`config.mk`:
```
export PLATFORM = sky130hd
export DESIGN_NAME = seq_shift_add_mult
export DESIGN_NICKNAME = d
export VERILOG_FILES = /design/src/rtl/seq_mult_pkg.sv /design/src/rtl/seq_shift_add_mult_cba.sv /design/src/rtl/seq_shift_add_mult.sv
export SDC_FILE = /design/constraint.sdc
export NUM_CORES = 1
export LEC_CHECK = 0
export CAP_MARGIN = 20
export CELL_PAD_IN_SITES_DETAIL_PLACEMENT = 0
export CELL_PAD_IN_SITES_GLOBAL_PLACEMENT = 2
export CORE_MARGIN = 4
export CORE_UTILIZATION = 25
export DETAILED_ROUTE_END_ITERATION = 6
export PLACE_DENSITY = 0.65
export REMOVE_ABC_BUFFERS = 1
export SLEW_MARGIN = 40
export SYNTH_ARGS = -nofsm -noshare
export SYNTH_HDL_FRONTEND = slang
export SYNTH_HIERARCHICAL = 1
export SYNTH_SLANG_ARGS = --single-unit
```
`constraint.sdc`:
```
create_clock -name clk -period 30.3 [get_ports clk]
set_input_delay 4.545 -clock clk [delete_from_list [all_inputs] [get_ports clk]]
set_output_delay 4.545 -clock clk [all_outputs]
set_load 0.02 [all_outputs]
```
`src/rtl/seq_mult_pkg.sv`:
```
// Shared types and constants for the sequential shift-add multiplier.
package seq_mult_pkg;

  localparam int SEQ_MULT_WIDTH = 32;
  localparam int CBA_WIDTH      = 32;

  typedef enum logic [1:0] {
    IDLE = 2'd0,
    RUN  = 2'd1,
    DONE = 2'd2
  } state_e;

  function automatic int cnt_w(input int width);
    return $clog2(width) + 1;
  endfunction

endpackage

```
`src/rtl/seq_shift_add_mult_cba.sv`:
```
// Carry-bypass adder: 4-bit ripple blocks whose carry skips the block when
// every bit of the block propagates.
module seq_shift_add_mult_cba #(
  parameter int WIDTH = 32,
  parameter int BLK   = 4
) (
  input  logic [WIDTH-1:0] i_a,
  input  logic [WIDTH-1:0] i_b,
  input  logic             i_cin,
  output logic [WIDTH-1:0] o_sum,
  output logic             o_cout,
  output logic             o_of
);

  localparam int NBLK = WIDTH / BLK;

  if ((WIDTH % BLK) != 0) begin : g_blk_chk
    $error("seq_shift_add_mult_cba: WIDTH must be a multiple of BLK");
  end

  // Ripple inside each block; the block carry-out bypasses on full propagate.
  always_comb begin
    logic v_c;
    logic v_blk_c;
    logic v_all_p;
    logic v_p;
    o_sum   = {WIDTH{1'b0}};
    v_c     = i_cin;
    v_blk_c = 1'b0;
    v_all_p = 1'b0;
    v_p     = 1'b0;
    for (int g = 0; g < NBLK; g++) begin
      v_blk_c = v_c;
      v_all_p = 1'b1;
      for (int k = 0; k < BLK; k++) begin
        v_p              = i_a[g*BLK+k] ^ i_b[g*BLK+k];
        o_sum[g*BLK+k]   = v_p ^ v_blk_c;
        v_blk_c          = (i_a[g*BLK+k] & i_b[g*BLK+k]) | (v_p & v_blk_c);
        v_all_p          = v_all_p & v_p;
      end
      v_c = v_all_p ? v_c : v_blk_c;
    end
    o_cout = v_c;
  end

  assign o_of = (i_a[WIDTH-1] ~^ i_b[WIDTH-1]) & (o_sum[WIDTH-1] ^ i_a[WIDTH-1]);

endmodule

```
`src/rtl/seq_shift_add_mult.sv`:
```
// Iterative radix-2 shift-add multiplier built around the carry-bypass adder.
// Optional two's-complement operands when SEQ_MULT_SIGNED_EN is defined.
module seq_shift_add_mult
  import seq_mult_pkg::*;
#(
  parameter int WIDTH = SEQ_MULT_WIDTH
) (
  input  logic               clk,
  input  logic               rst,
  input  logic               in_valid,
  output logic               in_ready,
  input  logic [WIDTH-1:0]   a_i,
  input  logic [WIDTH-1:0]   b_i,
  output logic               out_valid,
  input  logic               out_ready,
  output logic [2*WIDTH-1:0] product_o,
  output logic               busy_o
);

  localparam int CNT_W = cnt_w(WIDTH);

  if (WIDTH != CBA_WIDTH) begin : g_width_chk
    $error("seq_shift_add_mult: WIDTH must equal the CBA width");
  end

  state_e             r_state;
  state_e             w_next_state;
  logic [WIDTH-1:0]   r_m;
  logic [WIDTH-1:0]   r_p_hi;
  logic [WIDTH-1:0]   r_p_lo;
  logic [CNT_W-1:0]   r_cnt;
  logic               r_in_ready;
  logic               r_out_valid;
  logic               r_busy;
  logic               w_accept;
  logic               w_last;
  logic [WIDTH-1:0]   w_add_b;
  logic [WIDTH-1:0]   w_sum;
  logic               w_cout;
  logic               w_of_unused;
  logic [WIDTH-1:0]   w_a_load;
  logic [WIDTH-1:0]   w_b_load;

  assign w_accept = in_valid && r_in_ready;
  assign w_last   = (r_cnt == CNT_W'(WIDTH - 1));
  assign w_add_b  = r_p_lo[0] ? r_m : {WIDTH{1'b0}};

`ifdef SEQ_MULT_SIGNED_EN
  logic r_neg;
  // -2^(W-1) negates to itself, which is its correct unsigned magnitude.
  assign w_a_load  = a_i[WIDTH-1] ? (~a_i + {{(WIDTH-1){1'b0}}, 1'b1}) : a_i;
  assign w_b_load  = b_i[WIDTH-1] ? (~b_i + {{(WIDTH-1){1'b0}}, 1'b1}) : b_i;
  assign product_o = r_neg ? (~{r_p_hi, r_p_lo} + {{(2*WIDTH-1){1'b0}}, 1'b1})
                           : {r_p_hi, r_p_lo};

  always_ff @(posedge clk or posedge rst) begin
    if (rst) begin
      r_neg <= 1'b0;
    end else if (r_state == IDLE && w_accept) begin
      r_neg <= a_i[WIDTH-1] ^ b_i[WIDTH-1];
    end else begin
      r_neg <= r_neg;
    end
  end
`else
  assign w_a_load  = a_i;
  assign w_b_load  = b_i;
  assign product_o = {r_p_hi, r_p_lo};
`endif

  seq_shift_add_mult_cba #(.WIDTH(WIDTH)) u_cba (
    .i_a    (r_p_hi),
    .i_b    (w_add_b),
    .i_cin  (1'b0),
    .o_sum  (w_sum),
    .o_cout (w_cout),
    .o_of   (w_of_unused)
  );

  always_comb begin
    w_next_state = r_state;
    case (r_state)
      IDLE:    w_next_state = w_accept  ? RUN  : IDLE;
      RUN:     w_next_state = w_last    ? DONE : RUN;
      DONE:    w_next_state = out_ready ? IDLE : DONE;
      default: w_next_state = IDLE;
    endcase
  end

  // Handshake flags are registered from the next state so no input reaches them combinationally.
  always_ff @(posedge clk or posedge rst) begin
    if (rst) begin
      r_state     <= IDLE;
      r_m         <= {WIDTH{1'b0}};
      r_p_hi      <= {WIDTH{1'b0}};
      r_p_lo      <= {WIDTH{1'b0}};
      r_cnt       <= {CNT_W{1'b0}};
      r_in_ready  <= 1'b0;
      r_out_valid <= 1'b0;
      r_busy      <= 1'b0;
    end else begin
      r_state     <= w_next_state;
      r_in_ready  <= (w_next_state == IDLE);
      r_out_valid <= (w_next_state == DONE);
      r_busy      <= (w_next_state != IDLE);
      case (r_state)
        IDLE: begin
          if (w_accept) begin
            r_m    <= w_a_load;
            r_p_lo <= w_b_load;
            r_p_hi <= {WIDTH{1'b0}};
            r_cnt  <= {CNT_W{1'b0}};
          end
        end
        RUN: begin
          {r_p_hi, r_p_lo} <= {w_cout, w_sum, r_p_lo[WIDTH-1:1]};
          r_cnt            <= r_cnt + CNT_W'(1);
        end
        default: begin
          r_cnt <= r_cnt;
        end
      endcase
    end
  end

  assign in_ready  = r_in_ready;
  assign out_valid = r_out_valid;
  assign busy_o    = r_busy;

endmodule
```
# Yosys cells after proc, flatten, opt, wreduce, memory -nomap -nowiden
# Cells that the tools add are included.
# totals
reg_bits	107
in_bits	68
elab_cells	221
# op_classes
add_sub_neg	1
eq_ne	5
muxes	19
bitwise	181
n_reduce_logical	7
# ops
op	n
$pmux W32 S2	2
$mux W32	3
$and A1 B1 Y1	87
$xor A1 B1 Y1	63
$or A1 B1 Y1	31
$pmux W6 S2	1
$mux W1	9
$add A6 B1 Y6 const B	1
$eq A6 B5 Y1 const B	1
$mux W6	1
$pmux W2 S3	1
$eq A2 B2 Y1 const B	2
$logic_not A2 Y1	2
$mux W2	2
$reduce_and A2 Y1	2
$reduce_bool A2 Y1	2
$eq A2 B1 Y1 const B	1
$ne A2 B2 Y1 const B	1
$logic_and A1 B1 Y1	1

# Logic depth before layout (Yosys ltp)
# Gate-level depths: netlist of the first run.
# depth
ltp_word	73
mapped_depth	53
mapped_depth_nobuf	53

# By module
# Netlist of the first run, hierarchy kept.
# modules_own_cells
module	instances	cells_each	area_per_inst_um2	seq_area_each_um2
seq_shift_add_mult	1	501	4603.2	2677.6
seq_shift_add_mult_cba	1	105	1273.7	0.0

# Worst setup path before layout of the first run
# No wires, ideal clock.
# synth_path
path_type	flip-flop to flip-flop
start	register r_p_lo[0]
end	register r_p_hi[30]
setup_ns	0.066
t_arrival_ns	14.424
required_time_ns	30.234
setup_slack_ns	15.809
path_stages_with_launch	53
n_path_buf	0
synth_period_minus_slack_ns	14.491
path_cell_list	dfrtp_1 > and2_1 > inv_1 > fa_1 > inv_1 > fa_1 > fa_1 > fa_1 > mux2i_1 > inv_1 > fa_1 > fa_1 > fa_1 > fa_1 > nor2_1 > a21oi_1 > fa_1 > fa_1 > [17 not listed] > fa_1 > nand2_1 > o21ai_0 > nand2b_1 > fa_1 > fa_1 > fa_1 > fa_1 > nor2b_1 > a21oi_1 > fa_1 > fa_1 > fa_1 > inv_1 > fa_1 > inv_1 > nand2_1 > nand2_1
# synth_between
elab_chain_cells	71
# synth_lines
item	line_no	text
from (decl)	seq_shift_add_mult.sv:30	logic [WIDTH-1:0] r_p_lo;
from (signal assigned)	seq_shift_add_mult.sv:96	r_p_lo <= {WIDTH{1'b0}};
from (signal assigned)	seq_shift_add_mult.sv:110	r_p_lo <= w_b_load;
from (signal assigned)	seq_shift_add_mult.sv:116	{r_p_hi, r_p_lo} <= {w_cout, w_sum, r_p_lo[WIDTH-1:1]};
$mux W32 (*)	seq_shift_add_mult.sv:46	assign w_add_b = r_p_lo[0] ? r_m : {WIDTH{1'b0}};
via w_add_b[0]	seq_shift_add_mult.sv:37	logic [WIDTH-1:0] w_add_b;
$and A1 B1 Y1 (2 in series)	seq_shift_add_mult_cba.sv:38	v_blk_c = (i_a[g*BLK+k] & i_b[g*BLK+k]) | (v_p & v_blk_c);
$or A1 B1 Y1	seq_shift_add_mult_cba.sv:38	
$and A1 B1 Y1	seq_shift_add_mult_cba.sv:38	
$or A1 B1 Y1	seq_shift_add_mult_cba.sv:38	
$and A1 B1 Y1	seq_shift_add_mult_cba.sv:38	
$or A1 B1 Y1	seq_shift_add_mult_cba.sv:38	
[56 not listed]	--	
$or A1 B1 Y1 (*)	seq_shift_add_mult_cba.sv:38	
$and A1 B1 Y1 (*)	seq_shift_add_mult_cba.sv:38	
$or A1 B1 Y1 (*)	seq_shift_add_mult_cba.sv:38	
$and A1 B1 Y1 (*)	seq_shift_add_mult_cba.sv:38	
$or A1 B1 Y1 (*)	seq_shift_add_mult_cba.sv:38	
$xor A1 B1 Y1 (*)	seq_shift_add_mult_cba.sv:37	o_sum[g*BLK+k] = v_p ^ v_blk_c;
via w_sum[31]	seq_shift_add_mult.sv:38	logic [WIDTH-1:0] w_sum;
$pmux W32 S2 (*)	seq_shift_add_mult.sv:106	case (r_state)
to (signal assigned)	seq_shift_add_mult.sv:95	r_p_hi <= {WIDTH{1'b0}};
to (signal assigned)	seq_shift_add_mult.sv:111	r_p_hi <= {WIDTH{1'b0}};
to (signal assigned)	seq_shift_add_mult.sv:116	
to (decl)	seq_shift_add_mult.sv:29	logic [WIDTH-1:0] r_p_hi;
# The timed path passes the listed nets; every way through them passes the cells marked *.
# A chain may end at the register's enable or synchronous reset.

# Final worst setup path of the first run
# layout_path
start	register r_p_lo[0]
end	register r_p_hi[30]
# layout_between
elab_chain_cells	71
# layout_lines
item	line_no	text
$mux W32 (*)	seq_shift_add_mult.sv:46	
via w_add_b[1]	seq_shift_add_mult.sv:37	
$xor A1 B1 Y1	seq_shift_add_mult_cba.sv:36	v_p = i_a[g*BLK+k] ^ i_b[g*BLK+k];
$and A1 B1 Y1	seq_shift_add_mult_cba.sv:38	
$or A1 B1 Y1	seq_shift_add_mult_cba.sv:38	
$and A1 B1 Y1	seq_shift_add_mult_cba.sv:38	
$or A1 B1 Y1	seq_shift_add_mult_cba.sv:38	
$and A1 B1 Y1	seq_shift_add_mult_cba.sv:38	
[57 not listed]	--	
$or A1 B1 Y1 (*)	seq_shift_add_mult_cba.sv:38	
$and A1 B1 Y1 (*)	seq_shift_add_mult_cba.sv:38	
$or A1 B1 Y1 (*)	seq_shift_add_mult_cba.sv:38	
$and A1 B1 Y1 (*)	seq_shift_add_mult_cba.sv:38	
$or A1 B1 Y1 (*)	seq_shift_add_mult_cba.sv:38	
$xor A1 B1 Y1 (*)	seq_shift_add_mult_cba.sv:37	
via w_sum[31]	seq_shift_add_mult.sv:38	
$pmux W32 S2 (*)	seq_shift_add_mult.sv:106	
# Marks and branches as above.

==> run summary, run 1 <==
Status - complete, no violations
Synthesized area per cell - 9.71 µm²
CTS Buf Count - 9
Hold-critical path depth - 2
Min Tclk post-route - 15.14 ns
Crit path largest cell delay - 0.41 ns
Initial antenna violation count - 0
DRT Pass-1 Iters - 4
Layout cell share with drive strength beyond 1 - 3.87%
Cell Pwr Density - 36.7 nW/µm²
Resize count post-CTS - 0
CP Buf/Inv Count - 4
Overflow after GRT - 0
CP Depth - 50
Critical path's top delay family - adder cells
Vias per cell - 4.45
CTS H-Tree Depth - 3
Worst hold start - r_m[18]
Relative slew slack - 45.5%
Die W - 161 µm
CTS tree - yes
Worst-Skew Late Latency - 0.35 ns
Crit-path max FO - 33
Die area - 26000 µm²
Num ports - 135
Clock network fraction of design power - 40.4%
Cells after Synth - 604
Ant. Diodes - 0
Cell Area, Placed - 7470 µm²
Postcts setup bufs - 0
Critical path arrival - 15.43 ns
Max_cap viols - 0
Gp weighted congestion - 0.795
Critical path class - reg2reg
Clock transition at path regs - 0.08 ns
Cell leakage power - 3.88 nW
Port Buffers - 134
Cell area after layout - 7760 µm²
Critical Path RT - 30.59 ns
Num rows - 55
Worst VDD drop - 24.1 µV
Sw power - 0.0000661 W
Most used cell, CP - fa_1
Critical path startpoint - r_p_lo[0]
Largest net degree at the start of global routing - 75
Max-slew violations - 0
CTS max path bufs - 2
Final wirelength - 16000 µm
# setup viols final - 0
Final Cycle Share - 50.0%
FF-to-FF path depth - 50
TritonCTS Sinks - 107
Setup Skew - 0.0108 ns
Switch share - 23.2%
Syn. warnings - 6
Area growth syn-to-layout - 32.3%
Cell internal pwr - 0.000218 W
First-pass GRT wire length - 26800 µm
Die height - 161 µm
Vias in the first global route - 5036
Reg power frac - 51.6%
RSZ-0062 raised after global routing - false
FMAX - 0.0661 GHz
Final #Nets - 852
Fin. Hold Viols - 0
Core Box Area - 22800 µm²
Via count - 4613
Startpoint class of the critical path - flip-flop
Crit path capture type - flip-flop
RR Startpoint - r_p_lo[0]
Post-DP HPWL - 10800 µm
Hold Path Class - reg2reg
Total GRT Usage - 12.6%
TNS Setup - 0 ns
Post-route ant nets - 0
Worst-Margin Slew - 0.818 ns
# DRC - 0
Critical path's slowest cell - fa_1
Wire per inst - 15.5 µm
Combinational Power Share - 8.0%
Root buf cell - clkbuf_16
Drt initial violations - 197
Post-CTS Hold Fix Bufs - 0
Synthesized area - 5860 µm²
Starting density of the core - 25.7%
Layout fillers - 2379
==> placed cells by master (no fill, tap or decap), types with 9 or more instances in the layout <==
cell type / n
a22oi_1: 14
and2_1: 32
clkbuf_16: 9
clkdlybuf4s50_1: 134
dfrtp_1: 107
fa_1: 32
ha_1: 33
inv_1: 11
nand2_1: 185
nand3_1: 50
nor2_1: 23
nor3_1: 19
o22ai_1: 17
==> tightest hold or removal path, delay by kind of cell (launching register included) <==
family	cells	cell delay, ns
flip-flops	1	0.34
AND/OR/NAND/NOR	2	0.10
==> flip-flops by register name, indices dropped and copies added (netlist names) <==
| signal | count |
|---|---|
| r_m | 32 |
| r_p_hi | 32 |
| r_p_lo | 32 |
| r_cnt | 6 |
| r_state | 2 |
| busy_o | 1 |
| in_ready | 1 |
| out_valid | 1 |
==> power by group through the flow <==
stage	clock network, W	logic [W]	registers (W)
6_report	0.000115	0.0000229	0.000147
5_1_grt	0.000126	0.0000251	0.000147
4_1_cts	0.000122	0.0000236	0.000147
3_5_place_dp	0	0.0000235	0.000150
3_3_place_gp	0	0.0000234	0.000150
2_1_floorplan	0	0.00000457	0.000152
==> stage by stage <==
| step | power [W] | hold slack (ns) | std cells | setup WS, ns | utilization (%) |
|---|---|---|---|---|---|
| after floorplan | 0.000157 | 0.437 | 567 | 15.56 | - |
| after global placement | 0.000173 | 0.457 | 1020 | 15.37 | 32.6 |
| after detailed placement | 0.000173 | 0.457 | 1021 | 15.16 | 32.7 |
| after CTS | 0.000293 | 0.476 | 1037 | 15.11 | 33.9 |
| after global routing | 0.000298 | 0.493 | 1037 | 14.45 | 34.0 |
| final | 0.000285 | 0.470 | 1037 | 15.16 | 34.0 |
==> routing by layer <==
metal	up-vias	global-route usage, %	share of wire (%)
met4	0	2.21	0.69
met2	102	21.3	48
met3	9	3.27	4.0
met5	-	0	0
li1	2210	-	-
met1	2292	16.6	47
==> area by class of cell <==
cell class	instances	area (µm²)	share of cell area, %
multi-input cells	448	2950	38.0
clock inverters	3	21.3	0.274
repair buffers	141	1410	18.2
flip-flops and latches	107	2680	34.5
well taps	313	392	5.05
clock buffers	13	260	3.35
inverters	12	47.5	0.613
==> worst paths after layout <==
kind	end	slack, ns
max reg2reg	r_p_hi[30]	15.16
min reg2reg	r_m[18]	0.47
max in group asynchronous	r_p_hi[7]	24.69
max	r_p_hi[30]	15.16
min	r_m[18]	0.47
min in group asynchronous	r_p_lo[20]	4.59
No activity file was read; power rests on OpenSTA's default activity.
==> inputs of run 2 (changes only) <==
PLACE_DENSITY = 0.68   (was 0.65)
clock period = 12.3 ns   (was 30.3 ns; I/O delays follow)
==> run 2 against run 1 <==
The run now ends with setup timing left. Clock skew down 0.0024 ns. Die area unchanged. Critical path depth up 2. Clock-buffer cell count down 2. Highest routed layer unchanged.
==> run summary, run 2 (synthesized netlist as in run 1, its figures left out) <==
CTS max path bufs - 2
Crit path capture type - flip-flop
Setup ws final - -1.27 ns
TritonCTS Sinks - 107
Fin. Hold Viols - 0
Largest net degree at the start of global routing - 102
Final #Nets - 921
Post-DP HPWL - 10900 µm
Post-CTS Hold Fix Bufs - 0
Commonest cells after routing, fill and taps aside - nand2_1, clkdlybuf4s50_1, dfrtp_1
CTS tree - yes
Total GRT Usage - 13.3%
Via count - 4929
Die area - 26000 µm²
CTS H-Tree Depth - 3
Crit path largest cell delay - 0.42 ns
Layout cell share with drive strength beyond 1 - 18.3%
Area of the multi-input gates - 3110 µm²
Gp weighted congestion - 0.792
Setup Skew - 0.00837 ns
Cell leakage power - 4.15 nW
Critical path's slowest cell - fa_2
Die height - 161 µm
Regs by FF count - r_m: 32 flops, r_p_hi: 32 flops, r_p_lo: 32 flops
Post-route ant nets - 0
Worst VDD drop - 63.3 µV
FF+latch area - 2680 µm²
RR Startpoint - r_m[0]
Starting density of the core - 25.7%
Setup slack after placement - -2.60 ns
Most used cell, CP - fa_2
Min Tclk post-route - 13.57 ns
FMAX - 0.0737 GHz
Relative slew slack - 52.3%
Startpoint class of the critical path - flip-flop
Final Util - 37.1%
Crit-path max FO - 2
Worst-Skew Late Latency - 0.35 ns
Drt initial violations - 224
Hold-critical path depth - 2
CTS Buf Count - 9
First-pass GRT wire length - 28200 µm
Root buf cell - clkbuf_16
# DRC - 0
Wire per inst - 15.2 µm
# setup viols final - 5
Area growth syn-to-layout - 44.4%
Final wirelength - 16800 µm
Critical path startpoint - r_m[0]
FF-to-FF path depth - 52
Critical path class - reg2reg
Worst-Margin Slew - 0.716 ns
DRT Pass-1 Iters - 7
Die W - 161 µm
Num rows - 55
Max-slew violations - 0
Vias per cell - 4.46
Num ports - 135
Worst hold start - r_m[19]
Vias in the first global route - 5378
Core Box Area - 22800 µm²
Cell Pwr Density - 84.4 nW/µm²
Commonest non-fill, non-tap cell in the layout - nand2_1
Status - finished, violations left
Initial antenna violation count - 0
Clock transition at path regs - 0.07 ns
Layout fillers - 2334
Ant. Diodes - 0
Max_cap viols - 0
Hold Path Class - reg2reg
RSZ-0062 raised after global routing - true
Critical path arrival - 13.86 ns
Port Buffers - 134
Final Cycle Share - 110%
Critical Path RT - 12.59 ns
Overflow after GRT - 0
Failing checks - setup timing
[run 2: changes by cell type in the layout (fill, tap and decap cells not counted), sizes merged]
cell,previous run,this run
buf,7,75
bufinv,0,1
clkbuf,13,12
clkinv,1,3
clkinvlp,1,0
[run 2: final timing paths]
check / end / slack, ns
hold reg to reg: r_m[19] / 0.47
setup / recovery: r_p_hi[30] / -1.27
setup reg to reg: r_p_hi[30] / -1.27
min in group asynchronous: r_p_lo[21] / 1.97
max in group asynchronous: r_p_hi[8] / 9.31
hold / removal: r_m[19] / 0.47
[run 2: power by group]
group / internal (W) / switching, W
Clock: 0.000160 / 0.000136
Sequential: 0.000357 / 0.00000467
Combinational: 0.0000319 / 0.0000251
Total: 0.000548 / 0.000166
[run 2: area by class of cell]
class	instances	share of cell area [%]
clock buffer	11	2.75
clock inverter	5	0.724
inverter	12	0.591
multi-input combinational	448	36.7
sequential	107	31.6
tap	313	4.63
timing repair buffer	210	23.0
[run 2: metrics by stage]
step	hold WS (ns)	setup TNS (ns)	cells	cell area (µm²)	total power [W]
after floorplan	0.437	-10.88	567	5630	0.000386
after global placement	0.458	-10.23	1041	7610	0.000426
after detailed placement	0.456	-11.66	1042	7630	0.000427
after CTS	0.475	-4.11	1108	8450	0.000733
after global routing	0.495	-6.17	1106	8470	0.000750
final	0.471	-4.20	1106	8470	0.000714
[run 2: worst max-delay path: cells and delay by family, from the launching register on]
kind	cells	cell delay [ns]
AOI/OAI and AO/OA	4	0.38
DFF	1	0.38
and+or+nand+nor	9	0.88
buffers and inverters	5	0.31
adders and majority gates	32	11.08
muxes	2	0.47
[run 2: timing repair]
item | in CTS | in global routing
pin swaps | 11 | 3
buffers inserted | 52 | 2
hold endpoints to repair | 0 | 0
resized for setup | 52 | 5
cloned | 0 | 0
setup endpoints to repair | 8 | 6
[run 2: layer usage]
| metal | vias to the layer above | GRT usage (%) | wire length [µm] |
|---|---|---|---|
| li1 | 2341 | - | - |
| met5 | - | 0 | 0 |
| met2 | 117 | 21.9 | 7990 |
| met4 | 0 | 2.71 | 138 |
| met1 | 2461 | 17.5 | 7840 |
| met3 | 10 | 3.67 | 808 |
==> inputs of run 3 (changes only) <==
CORE_MARGIN = 10   (was 4)
==> run 3 against run 2 <==
Sequential share of layout area up 0.60 points. Non-clock buffer count down 17. Critical endpoint unchanged. Setup slack better by 0.0086 ns. Critical path depth unchanged. Fmax about the same. Cell count down 1.4%. First-iteration DRC count down 6.7%. Combinational power about the same. Power down 2.2%. The run still ends with setup timing left. Largest cell class unchanged.
==> run summary, run 3 (synthesized netlist as in run 1, its figures left out) <==
Status - finished, violations left
Failing checks - setup timing
Critical Path RT - 12.59 ns
TritonCTS Sinks - 107
CTS Buf Count - 9
Num rows - 55
WHS - 0.470 ns
Setup slack after placement - -2.63 ns
CP Buf/Inv Count - 5
Total GRT Usage - 11.6%
Starting density of the core - 25.7%
CTS max path bufs - 2
Final #Nets - 904
Commonest cells after routing, fill and taps aside - nand2_1, clkdlybuf4s50_1, dfrtp_1
Post-route ant nets - 0
Cell Pwr Density - 84.1 nW/µm²
Max_cap viols - 0
Root buf cell - clkbuf_16
Critical path class - reg2reg
Final non-filler cell total - 1090
Num ports - 135
Vias in the first global route - 5299
Die height - 173 µm
Reg2reg setup slack - -1.26 ns
Layout cell share with drive strength beyond 1 - 16.8%
Gp weighted congestion - 0.774
Wire per inst - 16.0 µm
Post-DP HPWL - 11600 µm
Die area - 30000 µm²
Core Box Area - 22800 µm²
Commonest non-fill, non-tap cell in the layout - nand2_1
Cell leakage power - 4.06 nW
Post-Place Cells - 1041
Regs by FF count - r_m: 32 flops, r_p_hi: 32 flops, r_p_lo: 32 flops
Worst-Skew Late Latency - 0.35 ns
Overflow after GRT - 0
Setup ws final - -1.26 ns
Setup Skew - 0.0105 ns
Worst Hold End - r_m[31]
RSZ-0062 raised after global routing - true
Vias per cell - 4.40
Worst VDD drop - 59.2 µV
Area growth syn-to-layout - 41.7%
Worst-Margin Slew - 0.791 ns
Port Buffers - 134
Layout fillers - 2339
DRT Pass-1 Iters - 4
Crit path largest cell delay - 0.42 ns
Drt initial violations - 209
Reg2reg end - r_p_hi[30]
FMAX - 0.0737 GHz
Hold-critical path depth - 2
Final wirelength - 17400 µm
Worst hold start - r_m[31]
Final Util - 36.4%
Critical path's slowest cell - fa_2
Largest net degree at the start of global routing - 102
RR Startpoint - r_p_lo[0]
Most used cell, CP - fa_2
Hold Path Class - reg2reg
Power, Total - 0.000698 W
# setup viols final - 5
Crit path capture type - flip-flop
Die W - 173 µm
Initial antenna violation count - 1
Via count - 4796
Clock transition at path regs - 0.07 ns
Critical path arrival - 13.85 ns
Startpoint class of the critical path - flip-flop
CTS tree - yes
Max-slew violations - 0
Relative slew slack - 47.3%
Fin. Hold Viols - 0
Crit-path max FO - 2
First-pass GRT wire length - 28600 µm
Final Cycle Share - 110%
# DRC - 0
Critical path's top delay family - adder cells
CTS H-Tree Depth - 3
Min Tclk post-route - 13.56 ns
FF-to-FF path depth - 52
==> run 3: what timing repair did <==
action,CTS,global route
buffers inserted,32,1
hold buffers,0,0
resized for setup,45,11
pin swaps,5,4
endpoints found under the setup margin,8,6
==> run 3: worst max path at each step <==
stage	from	endpoint	slack, ns	cells after the start
after floorplan	r_p_lo[0]	r_p_hi[30]	-2.44	52
after global placement	r_p_lo[0]	r_p_hi[30]	-2.39	52
after detailed placement	r_p_lo[0]	r_p_hi[30]	-2.63	52
after CTS	r_p_lo[0]	r_p_hi[30]	-1.17	52
after global routing	r_p_lo[0]	r_p_hi[30]	-1.63	52
final	r_p_lo[0]	r_p_hi[30]	-1.26	52
==> run 3: through the flow <==
stage / setup TNS (ns) / area [µm²]
2_1_floorplan: -10.88 / 5630
3_3_place_gp: -10.32 / 7600
3_5_place_dp: -11.96 / 7620
4_1_cts: -3.77 / 8260
5_1_grt: -6.02 / 8310
6_report: -4.20 / 8310
==> run 3: power breakdown <==
group / internal [W] / switching, W
clock: 0.000144 / 0.000136
sequential: 0.000357 / 0.00000473
combinational: 0.0000318 / 0.0000250
total: 0.000532 / 0.000166
==> run 3: worst reg2reg max path: cells and delay by family, from the launching register on <==
family | cells | cell delay (ns)
adders and majority gates | 32 | 11.11
buffers and inverters | 5 | 0.27
muxes | 2 | 0.45
DFF | 1 | 0.39
AOI/OAI and AO/OA | 4 | 0.39
and+or+nand+nor | 9 | 0.87
==> run 3: area by class of cell <==
type                       count  area (µm²)  area share, %
clock buffer                  11         243           2.92
multi-input combinational    448        3100           37.3
tap                          313         392           4.71
sequential                   107        2680           32.2
antenna                        1        2.50         0.0301
clock inverter                 5        36.3          0.437
inverter                      12        50.0          0.602
timing repair buffer         193        1810           21.7
==> run 3: metal layers <==
metal	GRT usage [%]	wire, µm	vias to the layer above
li1	-	-	2310
met1	14.1	7960	2369
met2	19.7	8410	103
met3	3.29	819	14
met4	3.27	233	0
met5	0	0	-
